<file path="config.mk">
export PLATFORM = sky130hd
export DESIGN_NAME = ram_ctrl_flat
export DESIGN_NICKNAME = d
export VERILOG_FILES = /design/src/rtl/ram_ctrl_pkg.sv /design/src/rtl/ram_ctrl_if.sv /design/src/rtl/ram_ctrl_arb.sv /design/src/rtl/ram_ctrl.sv /design/src/flat_wrapper.sv
export SDC_FILE = /design/constraint.sdc
export NUM_CORES = 1
export LEC_CHECK = 0
export CORE_ASPECT_RATIO = 0.9
export CORE_UTILIZATION = 38
export DETAILED_ROUTE_END_ITERATION = 6
export GPL_TIMING_DRIVEN = 0
export PLACE_DENSITY = 0.86
export SLEW_MARGIN = 20
export SYNTH_ARGS = -nofsm -noshare
export SYNTH_HDL_FRONTEND = slang
export SYNTH_SLANG_ARGS = --single-unit
</file>
<file path="constraint.sdc">
create_clock -name clk -period 1.8 [get_ports clk]
set_clock_uncertainty 0.15 [all_clocks]
set_input_delay 0.36 -clock clk [delete_from_list [all_inputs] [get_ports clk]]
set_output_delay 0.36 -clock clk [all_outputs]
set_load 0.02 [all_outputs]
</file>
<file path="src/rtl/ram_ctrl_pkg.sv">
// ram_ctrl_pkg: shared types and constants for the message-RAM port controller.
// Latency: n/a (declarations only).
// Backpressure: n/a.
// Contents: controller state enum, client count, read latency (accept to rsp_valid).
package ram_ctrl_pkg;

  localparam int NUM_CLIENTS = 2;

  // Cycles from request handshake to rsp_valid for a read.
  localparam int RD_LAT = 3;

  typedef enum logic [2:0] {
    IDLE = 3'd0,
    WR   = 3'd1,
    RD0  = 3'd2,
    RD1  = 3'd3,
    RSP  = 3'd4
  } state_t;

endpackage

</file>
<file path="src/rtl/ram_ctrl_if.sv">
// ram_ctrl_if: client request/response channels of the message-RAM controller.
// Latency: n/a (wiring only).
// Backpressure: valid/ready on both the request and the response channel.
// Modports: slave = controller side, master = client side (both clients, bit i = client i).
interface ram_ctrl_if
  import ram_ctrl_pkg::*;
#(
  parameter int ADDR_WIDTH = 8,
  parameter int DATA_WIDTH = 32
);

  logic [NUM_CLIENTS-1:0]                 req_valid;
  logic [NUM_CLIENTS-1:0]                 req_ready;
  logic [NUM_CLIENTS-1:0]                 req_we;
  logic [NUM_CLIENTS-1:0][ADDR_WIDTH-1:0] req_addr;
  logic [NUM_CLIENTS-1:0][DATA_WIDTH-1:0] req_wdata;
  logic [NUM_CLIENTS-1:0]                 rsp_valid;
  logic [NUM_CLIENTS-1:0]                 rsp_ready;
  logic [DATA_WIDTH-1:0]                  rsp_rdata;

  modport slave (
    input  req_valid, req_we, req_addr, req_wdata, rsp_ready,
    output req_ready, rsp_valid, rsp_rdata
  );

  modport master (
    output req_valid, req_we, req_addr, req_wdata, rsp_ready,
    input  req_ready, rsp_valid, rsp_rdata
  );

endinterface

</file>
<file path="src/rtl/ram_ctrl_arb.sv">
// ram_ctrl_arb: two-requester arbiter producing a one-hot grant, only while the controller is IDLE.
// Latency: combinational grant; round-robin pointer updates on the accept edge.
// Backpressure: grant is zero outside IDLE, so no request is accepted while an op is in flight.
// Ports: clk/rst; req_valid (per client); accept (request handshake pulse); state; grant (one-hot or zero).
// Build option: RAM_CTRL_RR_EN selects round-robin; otherwise client 0 has fixed priority.
module ram_ctrl_arb
  import ram_ctrl_pkg::*;
(
  input  logic                   clk,
  input  logic                   rst,
  input  logic [NUM_CLIENTS-1:0] req_valid,
  input  logic                   accept,
  input  state_t                 state,
  output logic [NUM_CLIENTS-1:0] grant
);

`ifdef RAM_CTRL_RR_EN
  // Client that wins a tie; always the one not granted on the last handshake.
  logic rr_ptr;

  always_ff @(posedge clk) begin
    if (rst) begin
      rr_ptr <= 1'b0;
    end else if (accept) begin
      rr_ptr <= ~grant[1];
    end
  end

  always_comb begin
    grant = '0;
    if (state == IDLE) begin
      if (req_valid[0] && (!req_valid[1] || !rr_ptr)) begin
        grant = 2'b01;
      end else if (req_valid[1]) begin
        grant = 2'b10;
      end
    end
  end
`else
  // Fixed priority needs no state; keep the shared port list tidy.
  logic unused_arb;
  assign unused_arb = ^{clk, rst, accept};

  always_comb begin
    grant = '0;
    if (state == IDLE) begin
      if (req_valid[0]) begin
        grant = 2'b01;
      end else if (req_valid[1]) begin
        grant = 2'b10;
      end
    end
  end
`endif

endmodule

</file>
<file path="src/rtl/ram_ctrl.sv">
// ram_ctrl: sole initiator of one message-RAM port, serving the field writer (0) and field lookup reader (1).
// Latency: write strobes in the cycle after accept; read data on rsp_valid 3 cycles after accept.
// Backpressure: one op in flight, req_ready low outside IDLE; rsp_valid/rsp_rdata held until rsp_ready.
// Ports: clk/rst; bus (ram_ctrl_if.slave) client req/rsp; ram_cs/ram_we/ram_oe/ram_addr/ram_wdata out, ram_rdata in.
// Build option: RAM_CTRL_RR_EN enables round-robin arbitration between the two clients.
module ram_ctrl
  import ram_ctrl_pkg::*;
#(
  parameter int ADDR_WIDTH = 8,
  parameter int DATA_WIDTH = 32
)
(
  input  logic                  clk,
  input  logic                  rst,
  ram_ctrl_if.slave             bus,
  output logic                  ram_cs,
  output logic                  ram_we,
  output logic                  ram_oe,
  output logic [ADDR_WIDTH-1:0] ram_addr,
  output logic [DATA_WIDTH-1:0] ram_wdata,
  input  logic [DATA_WIDTH-1:0] ram_rdata
);

  state_t                 state;
  logic [NUM_CLIENTS-1:0] grant;
  logic                   accept;
  logic                   gidx;  // index of the granted client this cycle
  logic                   cur;   // client owning the op in flight

  ram_ctrl_arb u_arb (
    .clk       (clk),
    .rst       (rst),
    .req_valid (bus.req_valid),
    .accept    (accept),
    .state     (state),
    .grant     (grant)
  );

  // grant is already zero outside IDLE.
  assign bus.req_ready = bus.req_valid & grant;
  assign accept        = |bus.req_ready;
  assign gidx          = grant[1];

  // Strobes are registered alongside the state so they line up with it exactly.
  // A reset edge still sees the strobes presented in that cycle, so an in-progress
  // WR completes at the RAM while reads and responses are simply dropped.
  always_ff @(posedge clk) begin
    if (rst) begin
      state         <= IDLE;
      cur           <= 1'b0;
      ram_cs        <= 1'b0;
      ram_we        <= 1'b0;
      ram_oe        <= 1'b0;
      ram_addr      <= '0;
      ram_wdata     <= '0;
      bus.rsp_valid <= '0;
      bus.rsp_rdata <= '0;
    end else begin
      case (state)
        IDLE: begin
          if (accept) begin
            cur       <= gidx;
            ram_addr  <= bus.req_addr[gidx];
            ram_wdata <= bus.req_wdata[gidx];
            ram_cs    <= 1'b1;
            if (bus.req_we[gidx]) begin
              ram_we <= 1'b1;
              ram_oe <= 1'b0;
              state  <= WR;
            end else begin
              ram_we <= 1'b0;
              ram_oe <= 1'b1;
              state  <= RD0;
            end
          end
        end
        WR: begin
          ram_cs <= 1'b0;
          ram_we <= 1'b0;
          state  <= IDLE;
        end
        RD0: begin
          // RAM registers the word at the end of this cycle; strobes stay up.
          state <= RD1;
        end
        RD1: begin
          bus.rsp_rdata <= ram_rdata;
          bus.rsp_valid <= NUM_CLIENTS'(1) << cur;
          ram_cs        <= 1'b0;
          ram_oe        <= 1'b0;
          state         <= RSP;
        end
        RSP: begin
          if (bus.rsp_ready[cur]) begin
            bus.rsp_valid <= '0;
            state         <= IDLE;
          end
        end
        default: begin
          state <= IDLE;
        end
      endcase
    end
  end

endmodule

</file>
<file path="src/flat_wrapper.sv">
// flat-port wrapper written by rule: the top's interface ports become plain ports
module ram_ctrl_flat import ram_ctrl_pkg::*;
#(
  parameter int ADDR_WIDTH = 8,
  parameter int DATA_WIDTH = 32
)
  (clk, rst, ram_cs, ram_we, ram_oe, ram_addr, ram_wdata, ram_rdata, bus_req_valid, bus_req_we, bus_req_addr, bus_req_wdata, bus_rsp_ready, bus_req_ready, bus_rsp_valid, bus_rsp_rdata);
  ram_ctrl_if #(.ADDR_WIDTH(ADDR_WIDTH), .DATA_WIDTH(DATA_WIDTH)) bus_i ();
  input  logic clk;
  input  logic rst;
  output logic ram_cs;
  output logic ram_we;
  output logic ram_oe;
  output logic [ADDR_WIDTH-1:0] ram_addr;
  output logic [DATA_WIDTH-1:0] ram_wdata;
  input  logic [DATA_WIDTH-1:0] ram_rdata;
  input wire logic [$bits(bus_i.req_valid)-1:0] bus_req_valid;
  input wire logic [$bits(bus_i.req_we)-1:0] bus_req_we;
  input wire logic [$bits(bus_i.req_addr)-1:0] bus_req_addr;
  input wire logic [$bits(bus_i.req_wdata)-1:0] bus_req_wdata;
  input wire logic [$bits(bus_i.rsp_ready)-1:0] bus_rsp_ready;
  output wire logic [$bits(bus_i.req_ready)-1:0] bus_req_ready;
  output wire logic [$bits(bus_i.rsp_valid)-1:0] bus_rsp_valid;
  output wire logic [$bits(bus_i.rsp_rdata)-1:0] bus_rsp_rdata;
  assign bus_i.req_valid = bus_req_valid;
  assign bus_i.req_we = bus_req_we;
  assign bus_i.req_addr = bus_req_addr;
  assign bus_i.req_wdata = bus_req_wdata;
  assign bus_i.rsp_ready = bus_rsp_ready;
  assign bus_req_ready = bus_i.req_ready;
  assign bus_rsp_valid = bus_i.rsp_valid;
  assign bus_rsp_rdata = bus_i.rsp_rdata;
  ram_ctrl #(.ADDR_WIDTH(ADDR_WIDTH), .DATA_WIDTH(DATA_WIDTH)) u_core (.clk(clk), .rst(rst), .bus(bus_i), .ram_cs(ram_cs), .ram_we(ram_we), .ram_oe(ram_oe), .ram_addr(ram_addr), .ram_wdata(ram_wdata), .ram_rdata(ram_rdata));
endmodule
</file>
==> run metrics <==
post-synthesis simple-gate area fraction=14.5%; synth unique cells=27; Sequential Power Share=40.7%; first-pass GRT wire length=18600 um; DP HPWL=8850 um; Mapped Nets=529; ANT nets after route=0; Fillers=745; Yosys warnings=0; initial antenna violation count=0; Syn Inst Count=409; num rows=32; die area=0.00938 mm2; RSZ-0062 raised after global routing=yes; ys flop type=dfxtp_1; fin crit share=104%; Worst R2R Start=u_core.state[1]; drt drc=0; Worst Hold End=u_core.bus.rsp_rdata[2]; drt wl/cell=16.0 um; die width=102 um; final net count=743; min Tclk post-route=1.88 ns; slew at the pin closest to its max-slew limit=0.574 ns; P per Cell Area=867 mW/mm2; EDFF count, synth=0; Max-cap violations=0; WS Path Type=reg -> out; Pint=3.57 mW; Die Ht=92.0 um; Gate power share=28.9%; clock share of power=30.4%; vias per inst=5.24; Syn-to-layout area delta=70.2%; utilization after layout=67.3%; Pre-antenna DRT Iters=4; Fmax=532 MHz; io pins=199; number of setup violations in the final report=2; cell taking the most area after synthesis=dfxtp_1; CTS Buf Count=9; hold path start=u_core.bus.rsp_rdata[2]; critical path startpoint category=flop; GPL Wtd Cong=0.845; Synth async-reset ratio=0%; Critical Path RT=1.29 ns; TritonCTS Sinks=81; # H-tree levels=3; Fin Hold WS=0.301 ns; largest net degree at the start of global routing=13; most frequent cells in the layout=clkdlybuf4s50_1, dfxtp_1, a21oi_1; 1st-iter DRT viols=129; hold depth=2; largest family of logic cells by synthesized area=compound AO/OA/AOI/OAI gates; Compound-Gate Fraction of Synth Area=31.3%; crit end category=output port; share of cells above drive strength 1=10.2%; Max clock buf depth=2; Syn Area/Cell=8.36 um2; top cells by area, synth=dfxtp_1, a21oi_1, a211oi_1; mapped cell area=0.00342 mm2; Leakage=2.43 nW; commonest non-fill, non-tap cell in the layout=clkdlybuf4s50_1; Reg clk slew, reported paths=0.07 ns; Worst R2R Setup Slack=0.02 ns; total congestion overflow=0; #FFs+latches synth=81; DR vias=3906; TritonCTS clock tree=yes; PortBufs=197; register area share after synthesis=47.4%; slew margin rel.=61.8%; Worst R2R Path Depth=7; diode count=0; top cell type's share of synthesized area=47.4%; drt total wl=12000 um; Hold Path Class=reg -> reg; outcome=finished with violations; # hold bufs at CTS=0; Adder-Cell Fraction of Synth Area=0%; Core Footprint=0.00865 mm2; failing checks=setup timing; worst setup margin=-0.0804 ns; All-Layer GR Usage=25.5%; Final Max Slew Viols=0; Clock Tree Root=clkbuf_8; Post-Synth XOR/XNOR Area=0%; vias in the first global route=3859; Initial Util=39.5%; Clk Latency, worst-skew pair=0.34 ns; dpl ws=-0.876 ns; Max FO, Critical Path=4; mux share of post-synthesis cell area=0.293%; Net Sw Frac=29.3%; critical path arrival=1.37 ns; VDD IR max=519 uV; FF-to-FF End=u_core.ram_wdata[24]; Fin. Hold Viols=0; Switching Power=1.48 mW
==> stage by stage <==
step                      area (um2)  instances  total power, mW  TNS (ns)
after floorplan                 3420        409             2.80         0
after global placement          5540        725             3.52    -12.10
after detailed placement        5540        725             3.56    -14.30
after CTS                       5730        742             5.00    -0.214
after global routing            5820        746             5.28    -0.327
final                           5820        746             5.05    -0.152
==> cell families after synthesis <==
group                  count (synthesis)
AO/OA/AOI/OAI                        167
AND/OR/NAND/NOR                      114
flip-flops                            81
buffers and inverters                 46
multiplexers                           1
==> per-layer routing <==
| metal | vias to the layer above | global-route usage [%] | routed length (um) |
|---|---|---|---|
| met5 | - | 0 | 0 |
| met4 | 0 | 10.4 | 353 |
| met3 | 27 | 7.09 | 877 |
| met2 | 161 | 45.0 | 6010 |
| met1 | 1821 | 28.7 | 4720 |
| li1 | 1897 | - | - |
==> area by class of cell <==
class                           instances  area (um2)  share of cell area (%)
Sequential cell                        81        1630                    28.0
Timing Repair Buffer                  205        1950                    33.6
Tap cell                              119         149                    2.56
Inverter                                2        7.51                   0.129
Clock buffer                           12         135                    2.32
Multi-Input combinational cell        282        1610                    27.7
Clock inverter                          3        90.1                    1.55
Buffer                                 42         240                    4.13
==> how the worst max path moves through the flow <==
stage | from | endpoint | slack, ns
4_1_cts | u_core.state[2] | bus_req_ready[0] | -0.12
3_5_place_dp | bus_req_valid[0] | bus_req_ready[0] | -0.88
3_3_place_gp | bus_req_valid[0] | bus_req_ready[0] | -0.86
5_1_grt | u_core.state[2] | bus_req_ready[0] | -0.12
2_1_floorplan | u_core.state[1] | bus_req_ready[1] | 0.13
6_report | u_core.state[2] | bus_req_ready[0] | -0.08
==> synth_stat cells, types with 2 or more instances <==
| cell | instances |
|---|---|
| dfxtp_1 | 81 |
| a21oi_1 | 78 |
| nand2_1 | 65 |
| a211oi_1 | 44 |
| nor2_1 | 30 |
| o2bb2ai_1 | 26 |
| buf_2 | 25 |
| clkbuf_1 | 14 |
| o22ai_1 | 14 |
| buf_4 | 5 |
| nor3_1 | 4 |
| nor2b_1 | 3 |
| inv_1 | 2 |
| nand2b_1 | 2 |
| nand3b_1 | 2 |
| o211ai_1 | 2 |
| o21ai_0 | 2 |
==> critical path, stage by stage, from the launching register on <==
cell and delay (ns):
dfxtp_4 0.35, or3_4 0.43, nor2_4 0.13, buf_6 0.13
==> timing repair <==
item                                    CTS  global route
gates resized for setup                 102            23
pin swaps                                 3             2
gates cloned                              0             1
endpoints found under the setup margin   78            22
setup buffers                             4             3
==> power groups by stage <==
| stage | Combinational, mW | Sequential, mW | Clock, mW |
|---|---|---|---|
| 3_3_place_gp | 1.43 | 2.09 | 0 |
| 5_1_grt | 1.56 | 2.08 | 1.64 |
| 3_5_place_dp | 1.46 | 2.10 | 0 |
| 2_1_floorplan | 0.519 | 2.29 | 0 |
| 4_1_cts | 1.38 | 2.06 | 1.57 |
| 6_report | 1.46 | 2.06 | 1.53 |
==> sequential cells by signal (all words and copies together) (netlist names) <==
| register | flops |
|---|---|
| u_core.bus.rsp_valid | 2 |
| u_core.ram_we | 1 |
| u_core.ram_wdata | 32 |
| u_core.ram_cs | 1 |
| u_core.state | 3 |
| u_core.ram_oe | 1 |
| u_core.ram_addr | 8 |
| u_core.bus.rsp_rdata | 32 |
| u_core.cur | 1 |
Power figures use the tool's default switching activity.
==> RTL change 1, RTL diff (config.mk and constraints unchanged) <==
`ADDR_WIDTH` is set to 8 in 3 places; all go to 6.
--- a/src/rtl/ram_ctrl_if.sv
+++ b/src/rtl/ram_ctrl_if.sv
@@ -6,5 +6,5 @@
   import ram_ctrl_pkg::*;
 #(
-  parameter int ADDR_WIDTH = 8,
+  parameter int ADDR_WIDTH = 6,
   parameter int DATA_WIDTH = 32
 );
--- a/src/rtl/ram_ctrl.sv
+++ b/src/rtl/ram_ctrl.sv
@@ -7,5 +7,5 @@
   import ram_ctrl_pkg::*;
 #(
-  parameter int ADDR_WIDTH = 8,
+  parameter int ADDR_WIDTH = 6,
   parameter int DATA_WIDTH = 32
 )
--- a/src/flat_wrapper.sv
+++ b/src/flat_wrapper.sv
@@ -2,5 +2,5 @@
 module ram_ctrl_flat import ram_ctrl_pkg::*;
 #(
-  parameter int ADDR_WIDTH = 8,
+  parameter int ADDR_WIDTH = 6,
   parameter int DATA_WIDTH = 32
 )
Interface: changed (resized bus_req_addr and ram_addr); port bits go from 199 to 193. The function was not compared with the original's and may differ.
==> RTL change 1 against the original RTL <==
The flow still finishes with violations (setup timing); routed wire length shrank 7.7%; sequential share of layout area grew 0.36 points; worst setup slack lost 0.061 ns; synthesized area shrank 2.9%; global-route usage shrank 1.4 points; cell area shrank 4.1%; sequential cell count shrank 2; total power shrank 6.5%; count of clock-buffer cells in the layout shrank 3; synthesized cell count shrank 2.7%; non-clock buffer count shrank 9; first-iteration DRC count grew 6.2%; clock power shrank 10%.
==> RTL change 1: results (changes against the original RTL) <==
[setup_path]
cp_max_fo=3  ; -1
cp.arrival_ns=1.43  ; +0.06 ns

[timing]
fin_ws_ns=-0.1419  ; -0.06146 ns
setup_viol=2  ; unchanged
slew-limit-headroom_pct=59.35  ; -2.4 points
finalSetupTns_ns=-0.2825  ; -0.1304 ns

[yosys]
synth_commonest_cells=79 x dfxtp_1, 76 x a21oi_1, 65 x nand2_1
ys_types=29  ; +7.4%
synth_area_leaders=dfxtp_1 48%, a21oi_1 11%, a211oi_1 9.5%, nand2_1 7.3%, o2bb2ai_1 6.3%
syn-num-nets=514  ; -2.8%
ys_async_sr_fraction_pct=0  ; unchanged
ys_seq_area_share_pct=47.61  ; +0.19 points

[placed_design]
place_hpwl_um=8427  ; -4.8%
pre_cts_slack_ns=-1.110  ; -0.2347 ns
placed_cell_area_um2=5378  ; -2.9%
portBuffers=191  ; -3.0%

[routing]
routed_wl_um=11040  ; -7.7%

[power_and_ir_drop]
ir_drop_mv=0.4401  ; -15%
p_leak_nw=2.299  ; -5.3%
p_per_area_nw_per_um2=845.7  ; -2.5%

[global_route]
met3_usage_pct=5.186  ; -1.9 points
track_usage_pct=24.18  ; -1.4 points
grt_pass1_vias=3728  ; -3.4%
grt_pass1_wl_um=17500  ; -5.7%
grt.met1_usage_pct=28.37  ; -0.32 points
grt_start_max_net_pins=16  ; +3

[outcome]
outcome=finished, violations left
violations=setup timing

[cells_and_area]
drive_gt1_share_pct=10.02  ; -0.19 points
fill_cells=733  ; -1.6%

[clock_tree]
clkTransAtPathRegs_ns=0.09  ; +0.02 ns

## RTL change 1: logic make-up after synthesis
kind of cell           count (synthesis)  share of synthesized area [%]
and+or+nand+nor                      112                          14.50
buffers and inverters                 45                          6.667
AOI/OAI and AO/OA                    161                          30.92
DFF                                   79                          47.61
muxes                                  1                         0.3013
## RTL change 1: what timing repair did
action,in CTS,in global routing
gates resized for setup,103,17
pin swaps,2,0
setup buffers,5,1
setup endpoints to repair,97,66
hold buffers,0,0
## RTL change 1: path summary, 6_finish.rpt
| check | startpoint | end | slack (ns) | cells after the start |
|---|---|---|---|---|
| max | u_core.state[1]$_SDFFE_PP0P_ | bus_req_ready[1] | -0.14 | 4 |
| min | u_core.bus.rsp_rdata[6]$_SDFFE_PP0P_ | u_core.bus.rsp_rdata[6]$_SDFFE_PP0P_ | 0.31 | 2 |
| max reg2reg | u_core.state[1]$_SDFFE_PP0P_ | u_core.ram_oe$_SDFFE_PP0P_ | 0.11 | 6 |
| min reg2reg | u_core.bus.rsp_rdata[6]$_SDFFE_PP0P_ | u_core.bus.rsp_rdata[6]$_SDFFE_PP0P_ | 0.31 | 2 |
## RTL change 1: worst max-delay path, stage by stage, from the launching register on
cell	delay (ns)
dfxtp_2	0.34
buf_6	0.11
or3_4	0.40
nor2_4	0.11
buf_6	0.13
## RTL change 1: routing by layer
metal / share of wire (%) / vias to the layer above
met3: 6.1 / 16
li1: - / 1851
met5: 0 / -
met4: 1.7 / 0
met1: 43 / 1745
met2: 49 / 134
## RTL change 1: report_power, final
group	switching (W)	internal (W)	total (W)
sequential	0.0000902	0.00191	0.00200
clock	0.000711	0.000657	0.00137
combinational	0.000703	0.000647	0.00135
## RTL change 1: layout make-up
cell class | instances | share of cell area [%]
flip-flops and latches | 79 | 28.37
clock inverters | 7 | 1.457
well taps | 115 | 2.577
plain buffers | 41 | 4.281
repair buffers | 197 | 33.39
multi-input cells | 274 | 27.57
clock buffers | 9 | 2.219
inverters | 2 | 0.1345
## RTL change 1: per-stage QoR
stage	cells	hold WS (ns)
detailed placement	704	0.2973
global route	724	0.3237
floorplan	398	0.3081
global placement	704	0.2910
CTS	723	0.3075
finish	724	0.3059
==> RTL change 2, RTL diff (config.mk and constraints unchanged) <==
Made on the original files. Encoding of `state_t`: now one-hot (5 bits for 5 states).
--- a/src/rtl/ram_ctrl_pkg.sv
+++ b/src/rtl/ram_ctrl_pkg.sv
@@ -10,10 +10,10 @@
   localparam int RD_LAT = 3;
 
-  typedef enum logic [2:0] {
-    IDLE = 3'd0,
-    WR   = 3'd1,
-    RD0  = 3'd2,
-    RD1  = 3'd3,
-    RSP  = 3'd4
+  typedef enum logic [4:0] {
+    IDLE = 5'b00001,
+    WR   = 5'b00010,
+    RD0  = 5'b00100,
+    RD1  = 5'b01000,
+    RSP  = 5'b10000
   } state_t;
 
Formal check against the unedited RTL: no difference found for any inputs over 10 cycles, from zero or initial values and one cycle with rst high; not proved beyond that.
==> RTL change 2 against the original RTL <==
The flow still finishes with violations (setup timing); non-clock buffer count down 2; sequential cell count increased by 2; routed wire length is 2.1% higher; sequential share of layout area shrank 1.1 points; synthesized area grew 11%; total power increased by 4.8%; die area up 11%; core utilization decreased by 2.8 points; clock power is 12% lower; register-to-register slack worse by 0.02 ns; final cell count up 4.2%; cell area is 7.0% higher; worst setup slack improved by 0.023 ns; critical path type unchanged; largest power group unchanged.
==> RTL change 2: results (changes against the original RTL) <==
[yosys]
syn_inst=429  ; +4.9%
synth_area_leaders=dfxtp_1 44%, a211oi_2 13%, nand2_1 8.7%, nor2_2 5.0%, a21oi_1 4.8%
synth-xor-area-share_pct=0.2312  ; +0.23 points
synth_commonest_cells=88 x nand2_1, 83 x dfxtp_1, 38 x a211oi_2
ys_types=37  ; +37%
ys_seq_area_share_pct=43.86  ; -3.6 points
syn-num-nets=549  ; +3.8%

[setup_path]
cp_slowest_stage_delay_ns=0.36  ; -0.07 ns
crit_path_end=bus_req_ready[1]
worstSetupStartpoint=u_core.state[4]$_SDFFE_PP0P_
r2r_slack_ns=0  ; -0.02 ns
crit_slowest_cell=dfxtp_4
rr_worst_depth=8  ; +1
cp_max_fo=3  ; -1
reg2reg_to=u_core.ram_cs$_SDFFE_PP0P_

[outcome]
violations=setup timing
outcome=finished, violations left

[power_and_ir_drop]
pwr-share-comb_pct=34.6  ; +5.7 points
ir_drop_mv=0.4958  ; -4.5%
p_leak_nw=2.632  ; +8.4%
p_comb_w=0.00183  ; +25%
clkPwrFrac_pct=25.2  ; -5.2 points

[cells_and_area]
buffer_area_share_pct=37.95  ; +0.25 points
clk_share_pct=3.134  ; -0.73 points
nets=766  ; +3.1%
post-route-cell-area_um2=6227  ; +7.0%
drive_gt1_share_pct=21.35  ; +11 points
multi_input_gates=303  ; +7.4%
fill_cells=826  ; +11%
inv_count=4  ; +2
stdcell_count=777  ; +4.2%
multi_input_area_um2=1818  ; +13%

[placed_design]
place_hpwl_um=8981  ; +1.5%
placed_cells=751  ; +3.6%
portBuffers=196  ; -0.51%
pre_cts_slack_ns=-0.9810  ; -0.1053 ns

[clock_tree]
cts_setup_buffers=6  ; +2

[routing]
num_vias=3899  ; -0.18%
dr.pass1.iters=5  ; +1
wl_met2_um=6357  ; +5.8%
drt_iter0_markers=118  ; -8.5%
wl_met1_um=4865  ; +3.0%
wl_per_cell_um=15.71  ; -2.0%

[global_route]
grt.met1_usage_pct=25.41  ; -3.3 points
grt_pass1_vias=3970  ; +2.9%
antenna_found_initial=0  ; unchanged
grt_pass1_wl_um=18800  ; +1.3%
grt_start_max_net_pins=16  ; +3
track_usage_pct=22.97  ; -2.6 points

[timing]
fin_ws_ns=-0.05751  ; +0.02292 ns
worst_pin_slew_ns=0.6533  ; +0.07957 ns
setup_viol=2  ; unchanged

[floorplan]
tap_cells=126  ; +5.9%

[worst_hold_path]
min_path_type=input pin to flop

-- RTL change 2: worst min path at each step --
stage / start / to / slack (ns) / depth (start not counted)
after floorplan: u_core.cur$_SDFFE_PP0P_ / u_core.bus.rsp_valid[1]$_SDFFE_PP0P_ / 0.32 / 2
after global placement: u_core.bus.rsp_rdata[4]$_SDFFE_PP0P_ / u_core.bus.rsp_rdata[4]$_SDFFE_PP0P_ / 0.29 / 2
after detailed placement: u_core.bus.rsp_rdata[29]$_SDFFE_PP0P_ / u_core.bus.rsp_rdata[29]$_SDFFE_PP0P_ / 0.30 / 2
after CTS: rst / u_core.ram_cs$_SDFFE_PP0P_ / 0.18 / 3
after global routing: rst / u_core.ram_cs$_SDFFE_PP0P_ / 0.18 / 3
final: rst / u_core.ram_cs$_SDFFE_PP0P_ / 0.19 / 3
